<file path="src/rtl/io_timer.sv">
// io_timer: memory-mapped prescaled 32-bit timer with compare match and level irq.
module io_timer #(
  parameter int          XLEN       = 32,
  parameter logic [15:0] BASE_ADDR  = 16'h0100,
  parameter int          PRESCALE_W = 16
) (
  input  logic            clk,
  input  logic            rst,
  input  logic [15:0]     io_addr,
  input  logic            io_wr_req,
  input  logic [3:0]      io_be,
  input  logic [XLEN-1:0] io_wr_data,
  input  logic            io_rd_req,
  output logic [XLEN-1:0] io_rd_data,
  output logic            io_rd_ready,
  output logic            io_wr_ready,
  output logic            irq
);
  typedef enum logic {IDLE, ACK} state_t;
  state_t state, state_n;
  logic is_wr;
  logic [2:0] off;
  logic [2:0] ctrl;
  logic [PRESCALE_W-1:0] prescale, pcnt;
  logic [XLEN-1:0] count, compare;
  logic match;
  logic sel, req, tick, hit, wr_en, clr;
  logic [XLEN-1:0] regs [8];
  logic [XLEN-1:0] wr_merge;
  logic unused_addr;

  assign unused_addr = ^io_addr[1:0];
  assign sel = io_addr[15:5] == BASE_ADDR[15:5];
  assign req = sel & (io_wr_req | io_rd_req);
  assign tick = ctrl[0] && pcnt == prescale;
  assign hit = tick && count == compare;
  assign wr_en = state == ACK && is_wr && io_wr_req;
  assign clr = wr_en && off == 3'd4 && io_be[0] && io_wr_data[0];
  // Readies are masked by rst so a reset landing in ACK swallows the pulse.
  assign io_wr_ready = state == ACK && is_wr && !rst;
  assign io_rd_ready = state == ACK && !is_wr && !rst;
  assign irq = match & ctrl[2];

  always_comb begin
    state_n = (state == IDLE && req) ? ACK : IDLE;
  end

  always_comb begin
    regs = '{default: '0};
    regs[0] = XLEN'(ctrl);
    regs[1] = XLEN'(prescale);
    regs[2] = count;
    regs[3] = compare;
    regs[4] = XLEN'(match);
    wr_merge = regs[off];
    for (int i = 0; i < XLEN / 8; i++)
      wr_merge[i*8 +: 8] = io_be[i] ? io_wr_data[i*8 +: 8] : regs[off][i*8 +: 8];
  end

  always_ff @(posedge clk) begin
    if (rst) begin
      state      <= IDLE;
      is_wr      <= 1'b0;
      off        <= '0;
      io_rd_data <= '0;
      ctrl       <= '0;
      prescale   <= '0;
      pcnt       <= '0;
      count      <= '0;
      compare    <= '1;
      match      <= 1'b0;
    end else begin
      state <= state_n;
      if (state == IDLE && req) begin
        is_wr <= io_wr_req;
        off   <= io_addr[4:2];
        if (!io_wr_req) io_rd_data <= regs[io_addr[4:2]];
      end
      pcnt  <= (!ctrl[0] || tick) ? '0 : pcnt + 1'b1;
      count <= (wr_en && off == 3'd2) ? wr_merge :
               (hit && ctrl[1])       ? '0 :
               tick                   ? count + 1'b1 : count;
      match <= hit | (match & ~clr);
      if (wr_en && off == 3'd0) ctrl <= wr_merge[2:0];
      if (wr_en && off == 3'd1) prescale <= wr_merge[PRESCALE_W-1:0];
      if (wr_en && off == 3'd3) compare <= wr_merge;
    end
  end
endmodule

</file>
<file path="config.mk">
export PLATFORM = sky130hd
export DESIGN_NAME = io_timer
export DESIGN_NICKNAME = d
export VERILOG_FILES = /design/src/rtl/io_timer.sv
export SDC_FILE = /design/constraint.sdc
export NUM_CORES = 1
export LEC_CHECK = 0
export CAP_MARGIN = 25
export CORE_MARGIN = 2
export CORE_UTILIZATION = 55
export CTS_BUF_LIST = sky130_fd_sc_hd__clkbuf_8
export DETAILED_ROUTE_END_ITERATION = 6
export PLACE_DENSITY = 0.78
export SLEW_MARGIN = 20
export SYNTH_ARGS = -nofsm -noshare
export SYNTH_HDL_FRONTEND = slang
export SYNTH_SLANG_ARGS = --single-unit
</file>
<file path="constraint.sdc">
create_clock -name clk -period 6.2 [get_ports clk]
set_input_delay 0.93 -clock clk [delete_from_list [all_inputs] [get_ports clk]]
set_output_delay 0.93 -clock clk [all_outputs]
set_load 0.05 [all_outputs]
</file>
==> metrics.md <==
| Metric | Value |
|---|---|
| R2r worst-path depth | `6` |
| Simple-Gate Fraction of Synth Area | `0.203` |
| Layout Nets | `1022` |
| Final Setup Violations | `0` |
| Count of final max-slew check failures | `0` |
| Combinational share of power | `0.072` |
| Share of layout cells above drive strength 1 | `0.108` |
| Post-synth EDFFs | `0` |
| Clk pwr share | `0.453` |
| # resized after CTS | `0` |
| Final hold vios | `0` |
| Setup Buffers After CTS | `0` |
| Placed inst area | `8770 sq um` |
| Crit path largest cell delay | `0.70 ns` |
| Net Sw Frac | `0.236` |
| Input/output buffers | `88` |
| Clock Path Buffers | `2` |
| Pint | `1440 uW` |
| CTS tree | `built` |
| DR WL/cell | `20.7 um` |
| Post-Synth XOR/XNOR Area | `0.0743` |
| Status | `finished clean` |
| I/O pin count | `91` |
| P_leak | `0.00328 uW` |
| Slew @ Worst Pin | `1.04 ns` |
| Critical path data required time | `5.27 ns` |
| FF+latch count, synth | `137` |
| RSZ-0062 raised after global routing | `no` |
| Peak supply drop | `0.157 mV` |
| Die Ht | `124 um` |
| Cell taking the most area after synthesis | `dfxtp_1` |
| Rel. slew slack | `0.306` |
| First-pass GRT wire length | `37600 um` |
| Worst EP arrival | `2.80 ns` |
| Die Wd | `124 um` |
| Reg2reg start | `pcnt[2]` |
| Routability congestion estimate | `0.891` |
| Largest net degree at the start of global routing | `71` |
| CP Launch Type | `input pin` |
| Top cell type's share of synthesized area | `0.347` |
| Remaining antenna violation count | `0` |
| Crit path from | `rst` |
| Sequential cell fraction of total power | `0.475` |
| Critical Setup Path Class | `input pin to output pin` |
| DR vias/cell | `6.61` |
| Critical-path maximum fanout | `70` |
| Worst-Skew Late Latency | `0.46 ns` |
| Post-CTS Hold Buffers | `0` |
| Largest family of logic cells by synthesized area | `compound AO/OA/AOI/OAI gates` |
| R2R Setup Slk | `2.99 ns` |
| Syn_nets | `993` |
| Worst-path clk slew | `0.07 ns` |
| 1st-iter DRT viols | `913` |
| Post-synth top flop | `dfxtp_1` |
| Setup TNS | `0 ns` |
| Via count | `7644` |
| Distinct cell type count after synthesis | `59` |
| FF-to-FF End | `count[7]` |
| CP Capture Type | `output pin` |
| Detailed-route wire length | `23900 um` |
| # H-tree levels | `4` |
| Fmax | `268 MHz` |
| GRT Util Overall | `0.319` |
| Root buffer cell | `clkbuf_8` |
| Net Sw Power | `445 uW` |
| Post-synth ARST share | `0` |
| Initial Utilization | `0.567` |
| CP cell instances | `buf_2 -> buf_4 -> clkinv_1 -> and3_1 -> clkdlybuf4s50_1` |
| Worst clock skew | `0.0121 ns` |
| Synth Instances | `935` |
| Antenna Cells | `0` |
| Die Area | `15300 sq um` |
| Post-synthesis mux area share | `0.0824` |
| Pwr dens | `205 nW/um^2` |
| Avg Synthesized Cell Area | `8.45 sq um` |
| Number of global-route vias before repair | `7066` |
| Post-synthesis compound-gate area fraction | `0.236` |
| WHS | `0.463 ns` |
| Mapped Area | `7900 sq um` |
| Synth Area in Adders | `0.00317` |
| GRT Residual Overflow | `0` |
| Initial antenna violation count | `0` |
| Max Cap Violations | `0` |
| Row Count | `43` |
| Number of remaining DRC errors | `0` |
| Design area | `9240 sq um` |
| Sequential area share after synthesis | `0.347` |
| Type of the most critical hold path | `flip-flop to flip-flop` |
| Top cells by area, synth | `dfxtp_1 (35%), xnor2_1 (6.0%), nor2_1 (4.2%)` |
| CP max stage cell | `clkdlybuf4s50_1` |
| Yosys warns | `0` |
| Dpl hpwl | `16000 um` |
| Layout area overhead | `17.0%` |
| Core ar. | `13900 sq um` |
| Final min period | `3.73 ns` |
| TritonCTS Sinks | `137` |
| Period utilisation layout | `0.601` |
| Crit path capture | `io_rd_ready` |
| Num CTS Buffers | `17` |
| TritonRoute pass-1 iters | `5` |
## how the worst min path moves through the flow
stage,from,endpoint,slack (ns),cells after the start
5_1_grt,io_rd_data[4],io_rd_data[4],0.48,2
3_3_place_gp,io_rd_data[4],io_rd_data[4],0.44,2
6_report,io_rd_data[5],io_rd_data[5],0.46,2
2_1_floorplan,is_wr,is_wr,0.46,2
4_1_cts,io_rd_data[4],io_rd_data[4],0.47,2
3_5_place_dp,io_rd_data[13],io_rd_data[13],0.45,2
## per-layer routing
metal / track usage / part of all wire / vias to the layer above / wire length [um]
li1: - / - / 3538 / -
met4: 0.112 / 0.024 / 0 / 569
met2: 0.482 / 0.44 / 409 / 10600
met5: 0 / 0 / - / 0
met1: 0.434 / 0.42 / 3646 / 10100
met3: 0.0920 / 0.11 / 51 / 2690
## final cells by class
cell class / count / area (sq um)
well taps: 180 / 225
fillers: 1166 / 4690
inverters: 14 / 52.6
repair buffers: 102 / 1010
multi-input cells: 692 / 4750
clock buffers: 19 / 262
flip-flops and latches: 137 / 2740
clock inverters: 13 / 200
## registers in the layout, summed over array words and instances, names as in the netlist
| name | cells |
|---|---|
| compare | 32 |
| count | 32 |
| io_rd_data | 32 |
| pcnt | 16 |
| prescale | 16 |
| ctrl | 3 |
| off | 3 |
| is_wr | 1 |
| match | 1 |
| state | 1 |
## synthesized netlist by cell type (5+ instances only)
cell and count:
o31ai_2 10, mux4_2 6, a211oi_1 22, nand3_1 21, nor2_1 89, nor3_1 28
nand4_1 24, a22oi_1 31, xnor2_1 54, clkbuf_1 76, mux2i_1 20, inv_1 13
o21ai_0 14, dfxtp_1 137, nor4_1 6, a221oi_1 19, and4_1 5, a21oi_1 39
buf_2 6, o211ai_1 33, mux2_2 28, and2_1 15, xor2_1 13, o31ai_1 6
buf_1 8, a41oi_1 5, a31oi_1 24, a22o_1 15, and3_1 13, nand2_1 88
o22ai_1 13
## layout by cell type, fill, tap and decap left out, types with 6 or more instances in the layout
| cell | netlist | final |
|---|---|---|
| nor4_1 | 6 | 6 |
| a22o_1 | 15 | 15 |
| buf_4 | 0 | 12 |
| o21ai_0 | 14 | 14 |
| o31ai_2 | 10 | 10 |
| inv_1 | 13 | 14 |
| mux4_2 | 6 | 6 |
| a221oi_1 | 19 | 19 |
| o31ai_1 | 6 | 6 |
| nor2_1 | 89 | 89 |
| a211oi_1 | 22 | 22 |
| xor2_1 | 13 | 13 |
| mux2_2 | 28 | 28 |
| a21oi_1 | 39 | 39 |
| nor3_1 | 28 | 27 |
| nand4_1 | 24 | 24 |
| nand3_1 | 21 | 20 |
| o22ai_1 | 13 | 13 |
| nand2_1 | 88 | 87 |
| and2_1 | 15 | 15 |
| o211ai_1 | 33 | 33 |
| clkdlybuf4s50_1 | 0 | 87 |
| a31oi_1 | 24 | 24 |
| mux2i_1 | 20 | 20 |
| dfxtp_1 | 137 | 137 |
| a22oi_1 | 31 | 31 |
| xnor2_1 | 54 | 54 |
| and3_1 | 13 | 13 |
| clkbuf_8 | 0 | 19 |
## cell families after synthesis
group                    after synthesis
multiplexers                          54
buffers and inverters                106
XOR/XNOR                              67
AND/OR/NAND/NOR                      316
AO/OA/AOI/OAI                        253
flip-flops                           137
adder cells (fa/ha/maj)                2
## worst max-delay path, delay by kind of cell
family | cells | cell delay [ns]
buf+inv | 4 | 1.62
simple gates | 1 | 0.24
## power by group through the flow
stage | combinational, uW | clock, uW | sequential (uW)
floorplan | 81.2 | 0 | 907
global placement | 131 | 0 | 918
detailed placement | 132 | 0 | 918
CTS | 133 | 860 | 898
global route | 145 | 901 | 899
finish | 136 | 855 | 899
## stage by stage
| step | util | setup WS, ns | power (uW) | cells |
|---|---|---|---|---|
| finish | 0.663 | 2.47 | 1890 | 1157 |
| floorplan | - | 3.34 | 989 | 935 |
| CTS | 0.662 | 2.48 | 1890 | 1156 |
| global placement | 0.627 | 2.42 | 1050 | 1122 |
| global route | 0.663 | 2.33 | 1940 | 1157 |
| detailed placement | 0.629 | 2.33 | 1050 | 1124 |
Note: power is estimated with default switching activity, not from simulation.
